`config.mk`:
```
export PLATFORM = sky130hd
export DESIGN_NAME = uart_transmitter
export DESIGN_NICKNAME = d
export VERILOG_FILES = /design/src/rtl/uart_pkg.sv /design/src/rtl/conv_encode.sv /design/src/rtl/uart_transmitter.sv
export SDC_FILE = /design/constraint.sdc
export NUM_CORES = 1
export LEC_CHECK = 0
export ABC_AREA = 0
export CAP_MARGIN = 20
export CORE_ASPECT_RATIO = 1.1
export CORE_UTILIZATION = 51
export DETAILED_ROUTE_END_ITERATION = 7
export PLACE_DENSITY = 0.76
export SYNTH_ARGS = -nofsm -noshare
export SYNTH_HDL_FRONTEND = slang
export SYNTH_HIERARCHICAL = 1
export SYNTH_SLANG_ARGS = --single-unit
```
`constraint.sdc`:
```
create_clock -name clk -period 12.7 [get_ports clk]
set_clock_uncertainty 0.05 [all_clocks]
set_input_delay 1.905 -clock clk [delete_from_list [all_inputs] [get_ports clk]]
set_output_delay 1.905 -clock clk [all_outputs]
set_load 0.01 [all_outputs]
```
`src/rtl/uart_pkg.sv`:
```
// Shared UART constants and FSM encoding, common to the transmitter and receiver.
package uart_pkg;

    localparam int unsigned CLK_FREQ       = 27000000;
    localparam int unsigned BAUD_RATE_1200 = 1200;
    localparam int unsigned BAUD_RATE_2400 = 2400;

    localparam int unsigned MSG_SIZE       = 6;
    localparam int unsigned CODED_MSG_SIZE = 2 * (MSG_SIZE + 2);
    localparam int unsigned IDX_W          = $clog2(CODED_MSG_SIZE);

    typedef enum logic [1:0] {
        IDLE  = 2'b00,
        START = 2'b01,
        DATA  = 2'b10,
        STOP  = 2'b11
    } uart_state_e;

endpackage

```
`src/rtl/conv_encode.sv`:
```
// Rate-1/2, K=3 convolutional encoder (g0=111, g1=101) with two zero tail bits.
module conv_encode
    import uart_pkg::*;
(
    input  logic [MSG_SIZE-1:0]       msg_in,
    output logic [CODED_MSG_SIZE-1:0] msg_out
);

    localparam int unsigned STEPS = CODED_MSG_SIZE / 2;
    localparam int unsigned STEP_W = $clog2(STEPS);

    function automatic logic [CODED_MSG_SIZE-1:0] encode(input logic [MSG_SIZE-1:0] m);
        logic [STEPS-1:0]          u_seq;
        logic [CODED_MSG_SIZE-1:0] c;
        logic                      u;
        logic                      s1;
        logic                      s2;
        u_seq = STEPS'(m);
        c     = '0;
        s1    = 1'b0;
        s2    = 1'b0;
        for (int i = 0; i < STEPS; i++) begin
            u = u_seq[STEP_W'(i)];
            c[IDX_W'(2 * i)]     = u ^ s1 ^ s2;
            c[IDX_W'(2 * i + 1)] = u ^ s2;
            s2 = s1;
            s1 = u;
        end
        return c;
    endfunction

    assign msg_out = encode(msg_in);

endmodule

```
`src/rtl/uart_transmitter.sv`:
```
// UART frame generator: start bit, raw or convolutionally coded payload LSB first, stop bit.
module uart_transmitter #(
    parameter int unsigned CLK_FREQ       = uart_pkg::CLK_FREQ,
    parameter int unsigned BAUD_RATE_1200 = uart_pkg::BAUD_RATE_1200,
    parameter int unsigned BAUD_RATE_2400 = uart_pkg::BAUD_RATE_2400
) (
    input  logic                         clk,
    input  logic                         rst_n,
    input  logic                         start,
    input  logic [uart_pkg::MSG_SIZE-1:0] data_in,
    input  logic                         msg_select,
    input  logic                         baud_select,
    output logic                         tx,
    output logic                         busy,
    output logic                         done
);

    localparam int unsigned MSG_SIZE       = uart_pkg::MSG_SIZE;
    localparam int unsigned CODED_MSG_SIZE = uart_pkg::CODED_MSG_SIZE;
    localparam int unsigned IDX_W          = uart_pkg::IDX_W;
    localparam int unsigned CNT_W          = 32;
    localparam int unsigned TICKS_FAST     = CLK_FREQ / BAUD_RATE_2400;
    localparam int unsigned TICKS_SLOW     = CLK_FREQ / BAUD_RATE_1200;

    uart_pkg::uart_state_e       r_state, w_state_nxt;
    logic [CODED_MSG_SIZE-1:0]   r_shreg, w_shreg_nxt;
    logic [CNT_W-1:0]            r_cnt, w_cnt_nxt;
    logic [CNT_W-1:0]            r_ticks, w_ticks_nxt;
    logic [IDX_W-1:0]            r_idx, w_idx_nxt;
    logic [IDX_W-1:0]            r_last, w_last_nxt;
    logic                        r_tx, w_tx_nxt;
    logic                        r_busy, w_busy_nxt;
    logic                        r_done, w_done_nxt;
    logic [CODED_MSG_SIZE-1:0]   w_coded;
    logic                        w_bit_end;

    conv_encode u_conv_encode (
        .msg_in  (data_in),
        .msg_out (w_coded)
    );

    always_ff @(posedge clk) begin
        if (!rst_n) begin
            r_state <= uart_pkg::IDLE;
            r_shreg <= '0;
            r_cnt   <= '0;
            r_ticks <= '0;
            r_idx   <= '0;
            r_last  <= '0;
            r_tx    <= 1'b1;
            r_busy  <= 1'b0;
            r_done  <= 1'b0;
        end else begin
            r_state <= w_state_nxt;
            r_shreg <= w_shreg_nxt;
            r_cnt   <= w_cnt_nxt;
            r_ticks <= w_ticks_nxt;
            r_idx   <= w_idx_nxt;
            r_last  <= w_last_nxt;
            r_tx    <= w_tx_nxt;
            r_busy  <= w_busy_nxt;
            r_done  <= w_done_nxt;
        end
    end

    // Next-state and next-output logic; outputs are registered from these values.
    always_comb begin
        w_state_nxt = r_state;
        w_shreg_nxt = r_shreg;
        w_cnt_nxt   = r_cnt;
        w_ticks_nxt = r_ticks;
        w_idx_nxt   = r_idx;
        w_last_nxt  = r_last;
        w_tx_nxt    = 1'b1;
        w_busy_nxt  = 1'b1;
        w_bit_end   = (r_cnt == r_ticks - CNT_W'(1));

        case (r_state)
            uart_pkg::IDLE: begin
                w_busy_nxt = 1'b0;
                if (start) begin
                    w_state_nxt = uart_pkg::START;
                    w_shreg_nxt = msg_select ? w_coded : CODED_MSG_SIZE'(data_in);
                    w_last_nxt  = msg_select ? IDX_W'(CODED_MSG_SIZE - 1) : IDX_W'(MSG_SIZE - 1);
                    w_ticks_nxt = baud_select ? CNT_W'(TICKS_FAST) : CNT_W'(TICKS_SLOW);
                    w_cnt_nxt   = '0;
                    w_idx_nxt   = '0;
                    w_tx_nxt    = 1'b0;
                    w_busy_nxt  = 1'b1;
                end
            end
            uart_pkg::START: begin
                w_tx_nxt = 1'b0;
                if (w_bit_end) begin
                    w_state_nxt = uart_pkg::DATA;
                    w_cnt_nxt   = '0;
                    w_tx_nxt    = r_shreg[r_idx];
                end else begin
                    w_cnt_nxt = r_cnt + CNT_W'(1);
                end
            end
            uart_pkg::DATA: begin
                w_tx_nxt = r_shreg[r_idx];
                if (w_bit_end) begin
                    w_cnt_nxt = '0;
                    if (r_idx == r_last) begin
                        w_state_nxt = uart_pkg::STOP;
                        w_tx_nxt    = 1'b1;
                    end else begin
                        w_idx_nxt = r_idx + IDX_W'(1);
                        w_tx_nxt  = r_shreg[w_idx_nxt];
                    end
                end else begin
                    w_cnt_nxt = r_cnt + CNT_W'(1);
                end
            end
            uart_pkg::STOP: begin
                if (w_bit_end) begin
                    w_state_nxt = uart_pkg::IDLE;
                    w_cnt_nxt   = '0;
                    w_busy_nxt  = 1'b0;
                end else begin
                    w_cnt_nxt = r_cnt + CNT_W'(1);
                end
            end
            default: begin
                w_state_nxt = uart_pkg::IDLE;
                w_busy_nxt  = 1'b0;
            end
        endcase

        // done is registered, so it is raised when the final stop-bit cycle is about to begin
        w_done_nxt = (w_state_nxt == uart_pkg::STOP) && (w_cnt_nxt == r_ticks - CNT_W'(1));
    end

    assign tx   = r_tx;
    assign busy = r_busy;
    assign done = r_done;

endmodule
```
==> reports/results.tsv, run 1 <==
metric	value	unit
layout cells sized above 1	8.35	%
Resized cells post-CTS	0	
Worst path slowest cell	o21ai_4	
critical-path maximum fanout	34	
via count	5456	
Synth Area in Simple Gates	28.7	%
#FFs+latches synth	61	
cell family with most CP delay	compound AO/OA/AOI/OAI gates	
Worst setup EP type	flip-flop	
Netlist Area Pre-Place	5460	sq um
setup tns final	0	ns
dpl hpwl	13200	um
Finished Cell Area	5850	sq um
Placed Area	5500	sq um
ys flop type	dfxtp_1	
Die ar.	11100	sq um
# hold bufs at CTS	0	
max_cap viols	0	
Slew Viols, Final	0	
Lkg Pwr	2.05	nW
type of origin of the critical path	flip-flop	
Worst-Margin Slew	0.938	ns
pin count of the biggest net entering global routing	57	
final setup vio count	0	
Synth Area in Adders	2.98	%
Die Height	111	um
min Tclk post-route	5.50	ns
Min-Delay Path Class	reg2reg	
CTS clock-pin slew for the worst setup and hold paths	0.05	ns
initial antenna violation count	0	
Core Box Area	10400	sq um
Seq/Total Area, Yosys	22.4	%
Slew Limit Headroom	37.2	%
post-CTS setup buffers	0	
Max stage delay on crit path	0.80	ns
Final Core Density	56.3	%
RePlAce Congestion	0.967	
cts bufs inserted	9	
# rows	39	
fin nets	702	
# DRC	0	
crit path buf inv count	3	
Root Buffer	clkbuf_16	
io pins	14	
synthesized instance count	712	
final WL	18300	um
Power Density	110	nW/um^2
syn avg cell area	7.67	sq um
post-placement cell count	810	
critical path class	reg2reg	
Antenna Cells	0	
outcome	finished clean	
Synth Area in Compound Gates	24.7	%
largest family of logic cells by synthesized area	simple AND/OR/NAND/NOR gates	
Peak VDD IR	0.0000715	V
number of enable flip-flop cells after synthesis	0	
clk_lat worst skew	0.35	ns
ANT nets after route	0	
Area Growth Syn to Fin	7.05	%
Via density	6.61	
TritonRoute pass-1 iters	5	
fmax	182	MHz
final worst-path cycle share	43.3	%
first-iteration detailed-routing DRC count	487	
Ys Warns	6	
CTS tree	built	
Cell variety after synth	87	
final hold vios	0	
cell chain of the critical path	buf_4 -> inv_2 -> ha_1 -> ha_1 -> or4b_1 -> inv_1 -> ha_1 -> xor2_1 -> nand4_1 -> a2111oi_2 -> nand4_2 -> o21ai_4 -> o21ai_0 -> or3_1 -> a22oi_1 -> o211ai_1 -> nor4_2	
final cell count without fillers	826	
post-synthesis mux area share	5.77	%
Critical Path AT	5.69	ns
routed length per instance	22.1	um
IO Port Bufs	13	
FFs w/ async S/R, synth	0	%
die width	101	um
global-route wire length before repair	29200	um
Max clock buf depth	2	
total gr overflow	0	
H-Tree Depth	3	
Initial Util	52.6	%
CP required	12.89	ns
Total GRT Usage	34.6	%
total power	0.000645	W
CTS Sinks	61	
RSZ-0062 raised after global routing	no	
vias in the first global route	5178	
xor/xnor cell area share of the yosys netlist	7.21	%
CP most frequent cell	ha_1	
[flip-flops by register name (all words and copies together), names as in the netlist]
signal,flops
tx,1
r_shreg,16
done,1
r_idx,4
r_state,2
r_last,2
r_ticks,2
busy,1
r_cnt,32
[through the flow]
step           hold WS [ns]  setup slack (ns)
5_1_grt               0.455              6.86
4_1_cts               0.437              7.30
2_1_floorplan         0.398              8.37
3_5_place_dp          0.429              7.19
3_3_place_gp          0.414              7.30
6_report              0.431              7.20
[worst reg2reg max path, delay by kind of cell (launching register included)]
kind	cells	cell delay, ns
xor gates and xnor gates	1	0.16
DFF	1	0.31
AOI/OAI and AO/OA	5	1.87
and+or+nand+nor	5	1.52
adders and majority gates	3	0.90
buffers and inverters	3	0.60
[report_power, final]
part | switching [W] | internal, W
Clock | 0.0000936 | 0.000198
Sequential | 0.00000777 | 0.000197
Combinational | 0.0000937 | 0.0000548
Total | 0.000195 | 0.000449
[synth_stat cells, types with 10 or more instances]
| cell | instances | area share [%] |
|---|---|---|
| nand2_1 | 70 | 4.8 |
| dfxtp_1 | 61 | 22 |
| nand4_1 | 15 | 1.7 |
| nor3_1 | 28 | 2.6 |
| a22oi_1 | 10 | 1.4 |
| mux4_2 | 10 | 4.1 |
| nand3_1 | 38 | 3.5 |
| and2_1 | 19 | 2.2 |
| ha_1 | 13 | 3.0 |
| clkbuf_1 | 41 | 2.8 |
| a21boi_0 | 15 | 2.1 |
| buf_4 | 13 | 1.8 |
| nor2_1 | 38 | 2.6 |
| nor2b_1 | 17 | 1.9 |
| a21oi_1 | 37 | 3.4 |
| xor2_1 | 16 | 2.6 |
| o21a_1 | 10 | 1.4 |
| inv_1 | 24 | 1.6 |
| o21ai_0 | 42 | 3.8 |
| xnor2_1 | 21 | 3.4 |
[cells in the final DEF, fill, tap and decap left out, types with 4 or more instances in the layout]
master | Yosys | routed
a211oi_1 | 4 | 4
a21boi_0 | 15 | 15
a21oi_1 | 37 | 37
a22oi_1 | 10 | 10
a31oi_1 | 6 | 6
and2_1 | 19 | 19
and3_1 | 6 | 6
and4_1 | 5 | 5
buf_4 | 13 | 6
clkbuf_16 | 0 | 9
clkdlybuf4s50_1 | 0 | 13
conb_1 | 1 | 8
dfxtp_1 | 61 | 61
ha_1 | 13 | 13
inv_1 | 24 | 24
mux2i_1 | 9 | 9
mux4_2 | 10 | 10
nand2_1 | 70 | 70
nand2b_1 | 4 | 4
nand3_1 | 38 | 38
nand4_1 | 15 | 15
nor2_1 | 38 | 37
nor2b_1 | 17 | 16
nor3_1 | 28 | 28
nor4_1 | 9 | 9
o211a_1 | 8 | 8
o211ai_1 | 6 | 6
o21a_1 | 10 | 10
o21ai_0 | 42 | 42
o21ai_1 | 5 | 5
o221ai_1 | 5 | 5
or2_2 | 4 | 4
or3_1 | 9 | 9
or4_1 | 4 | 4
xnor2_1 | 21 | 21
xor2_1 | 16 | 16
[routing by layer]
layer | global-route usage [%] | vias up | routed length, um
met5 | 0 | - | 0
met3 | 6.27 | 52 | 1520
met1 | 43.2 | 2624 | 7180
li1 | - | 2525 | -
met2 | 57.0 | 255 | 8750
met4 | 16.7 | 0 | 850
[cell type report]
class                   count  area, sq um
fillers                   988         4550
multi-input cells         561         3830
flip-flops and latches     61         1220
clock buffers              11          243
well taps                 143          179
repair buffers             19          175
clock inverters             5          106
inverters                  26         97.6
[cell families after synthesis]
logic type	count (synthesis)
and+or+nand+nor	289
AOI/OAI and AO/OA	192
other	1
xor gates and xnor gates	40
buffers and inverters	97
adders and majority gates	13
DFF	61
muxes	19
[worst paths after layout]
check           endpoint   startpoint  cells past startpoint  slack [ns]
max                 done  r_ticks[13]                     17        7.20
min          r_shreg[12]  r_shreg[12]                      2        0.43
max reg2reg         done  r_ticks[13]                     17        7.20
min reg2reg  r_shreg[12]  r_shreg[12]                      2        0.43
Power figures use the tool's default switching activity.
==> inputs of run 2 (changes only) <==
- clock period: 12.7 -> 5.12 ns (I/O delays scaled with it)
==> reports/results.tsv, run 2 (synthesized netlist as in run 1, its figures left out) <==
metric	value	unit	change
met2 wire length	9510	um	was 8750 um
Max clock buf depth	2		unchanged
Peak VDD IR	0.000208	V	was 0.0000715 V
Initial Util	52.6	%	unchanged
Die ar.	11100	sq um	unchanged
Finished Cell Area	5970	sq um	was 5850 sq um
final hold vios	0		unchanged
setup tns final	0	ns	unchanged
RePlAce Congestion	0.992		was 0.967
Worst setup EP type	flip-flop		unchanged
Reg with most FFs	r_cnt		unchanged
Worst Setup Slack, final	0.364	ns	was 7.20 ns
crit path buf inv count	2		was 3
cell family with most CP delay	simple AND/OR/NAND/NOR gates		was compound AO/OA/AOI/OAI gates
global-route wire length before repair	30500	um	was 29,200 um
post-CTS setup buffers	0		unchanged
final worst-path cycle share	92.9	%	was 43.3%
most common cell after layout, fill and taps aside	nand2_1		unchanged
H-Tree Depth	3		unchanged
Worst-Margin Slew	0.935	ns	was 0.938 ns
final setup vio count	0		unchanged
Area Growth Syn to Fin	9.32	%	was 7.05%
Resized cells post-CTS	0		unchanged
# DRC	0		unchanged
critical path class	reg2reg		unchanged
fin nets	717		was 702
layout cells sized above 1	10.3	%	was 8.35%
max FFs per register	32		unchanged
CP required	5.32	ns	was 12.89 ns
via count	5533		was 5,456
critical-path maximum fanout	8		was 34
pin count of the biggest net entering global routing	57		unchanged
initial antenna violation count	0		unchanged
Die Height	111	um	unchanged
RSZ-0062 raised after global routing	no		unchanged
# rows	39		unchanged
io pins	14		unchanged
routed length per instance	23.2	um	was 22.1 um
dpl hpwl	14800	um	was 13,200 um
ANT nets after route	0		unchanged
CP most frequent cell	ha_1		unchanged
total gr overflow	0		unchanged
CTS tree	built		unchanged
type of origin of the critical path	flip-flop		unchanged
Critical Path AT	4.96	ns	was 5.69 ns
Core Box Area	10400	sq um	unchanged
Total GRT Usage	36.6	%	was 34.6%
Via density	6.59		was 6.61
max_cap viols	0		unchanged
Antenna Cells	0		unchanged
IO Port Bufs	13		unchanged
Slew Limit Headroom	37.4	%	was 37.2%
CTS Sinks	61		unchanged
most frequent cells in the layout	70 x nand2_1, 61 x dfxtp_1, 42 x o21ai_0		unchanged
uppermost routed layer	met4		unchanged
final WL	19500	um	was 18,300 um
Worst path slowest cell	or4b_1		was o21ai_4
die width	101	um	unchanged
R2R Setup Slk	0.36	ns	was 7.20 ns
clk_lat worst skew	0.34	ns	was 0.35 ns
Placed Area	5600	sq um	was 5500 sq um
vias in the first global route	5366		was 5,178
met3 WL	1330	um	was 1520 um
Min-Delay Path Class	reg2reg		unchanged
biggest regs	r_cnt x32, r_shreg x16, r_idx x4		unchanged
cts bufs inserted	9		unchanged
CTS clock-pin slew for the worst setup and hold paths	0.05	ns	about the same
TritonRoute pass-1 iters	8		was 5
Metal-1 WL	7500	um	was 7180 um
cell chain of the critical path	inv_2 -> ha_1 -> ha_1 -> or4b_1 -> inv_1 -> ha_1 -> xor2_1 -> nand4_1 -> a2111oi_2 -> nand4_2 -> nor2_4 -> o21ai_1 -> o21ai_1 -> nand2_1 -> or4_1 -> nor4_2		was buf_4 -> inv_2 -> ha_1 -> ha_1 -> or4b_1 -> inv_1 -> ha_1 -> xor2_1 -> nand4_1 -> a2111oi_2 -> nand4_2 -> o21ai_4 -> o21ai_0 -> or3_1 -> a22oi_1 -> o211ai_1 -> nor4_2
outcome	finished clean		unchanged
min Tclk post-route	4.76	ns	was 5.50 ns
# hold bufs at CTS	0		unchanged
fillers	1008		was 988
Power Density	273	nW/um^2	was 110 nW/um^2
Max stage delay on crit path	0.57	ns	was 0.80 ns
Root Buffer	clkbuf_16		unchanged
Slew Viols, Final	0		unchanged
pre-CTS worst setup slack	0.366	ns	was 7.19 ns
Lkg Pwr	2.13	nW	was 2.05 nW
first-iteration detailed-routing DRC count	574		was 487
fmax	210	MHz	was 182 MHz
-- run 2: final cells by class --
class,instances,area [sq um],area share [%]
Multi-Input combinational cell,561,3830,64.1
Sequential cell,61,1220,20.4
Timing Repair Buffer,34,300,5.03
Clock buffer,11,253,4.23
Tap cell,143,179,3.00
Inverter,26,97.6,1.63
Clock inverter,4,95.1,1.59
-- run 2: final timing paths --
kind,from,end,depth (start not counted)
setup / recovery,r_ticks[13],done,16
hold / removal,r_shreg[14],r_shreg[14],2
setup reg to reg,r_ticks[13],done,16
hold reg to reg,r_shreg[14],r_shreg[14],2
-- run 2: layer usage --
layer | up-vias | GRT usage (%)
met2 | 258 | 60.8
li1 | 2546 | -
met3 | 66 | 6.27
met4 | 0 | 20.4
met5 | - | 0
met1 | 2663 | 44.2
-- run 2: tightest hold or removal path, stage by stage, from the launching register on --
cell	delay [ns]
dfxtp_1	0.31
nand2_1	0.05
a21boi_0	0.06
-- run 2: through the flow --
stage          hold WS, ns  utilization [%]  instances  total power (W)
2_1_floorplan        0.398                -        719         0.000780
3_3_place_gp         0.409             53.8        823         0.000895
3_5_place_dp         0.422             53.8        823         0.000893
4_1_cts              0.429             57.2        838          0.00162
5_1_grt              0.460             57.5        840          0.00169
6_report             0.427             57.5        840          0.00163
-- run 2: report_power, final --
| group | switching [W] | total, W | internal [W] |
|---|---|---|---|
| clock | 0.000232 | 0.000731 | 0.000498 |
| sequential | 0.0000103 | 0.000499 | 0.000489 |
| combinational | 0.000250 | 0.000400 | 0.000150 |
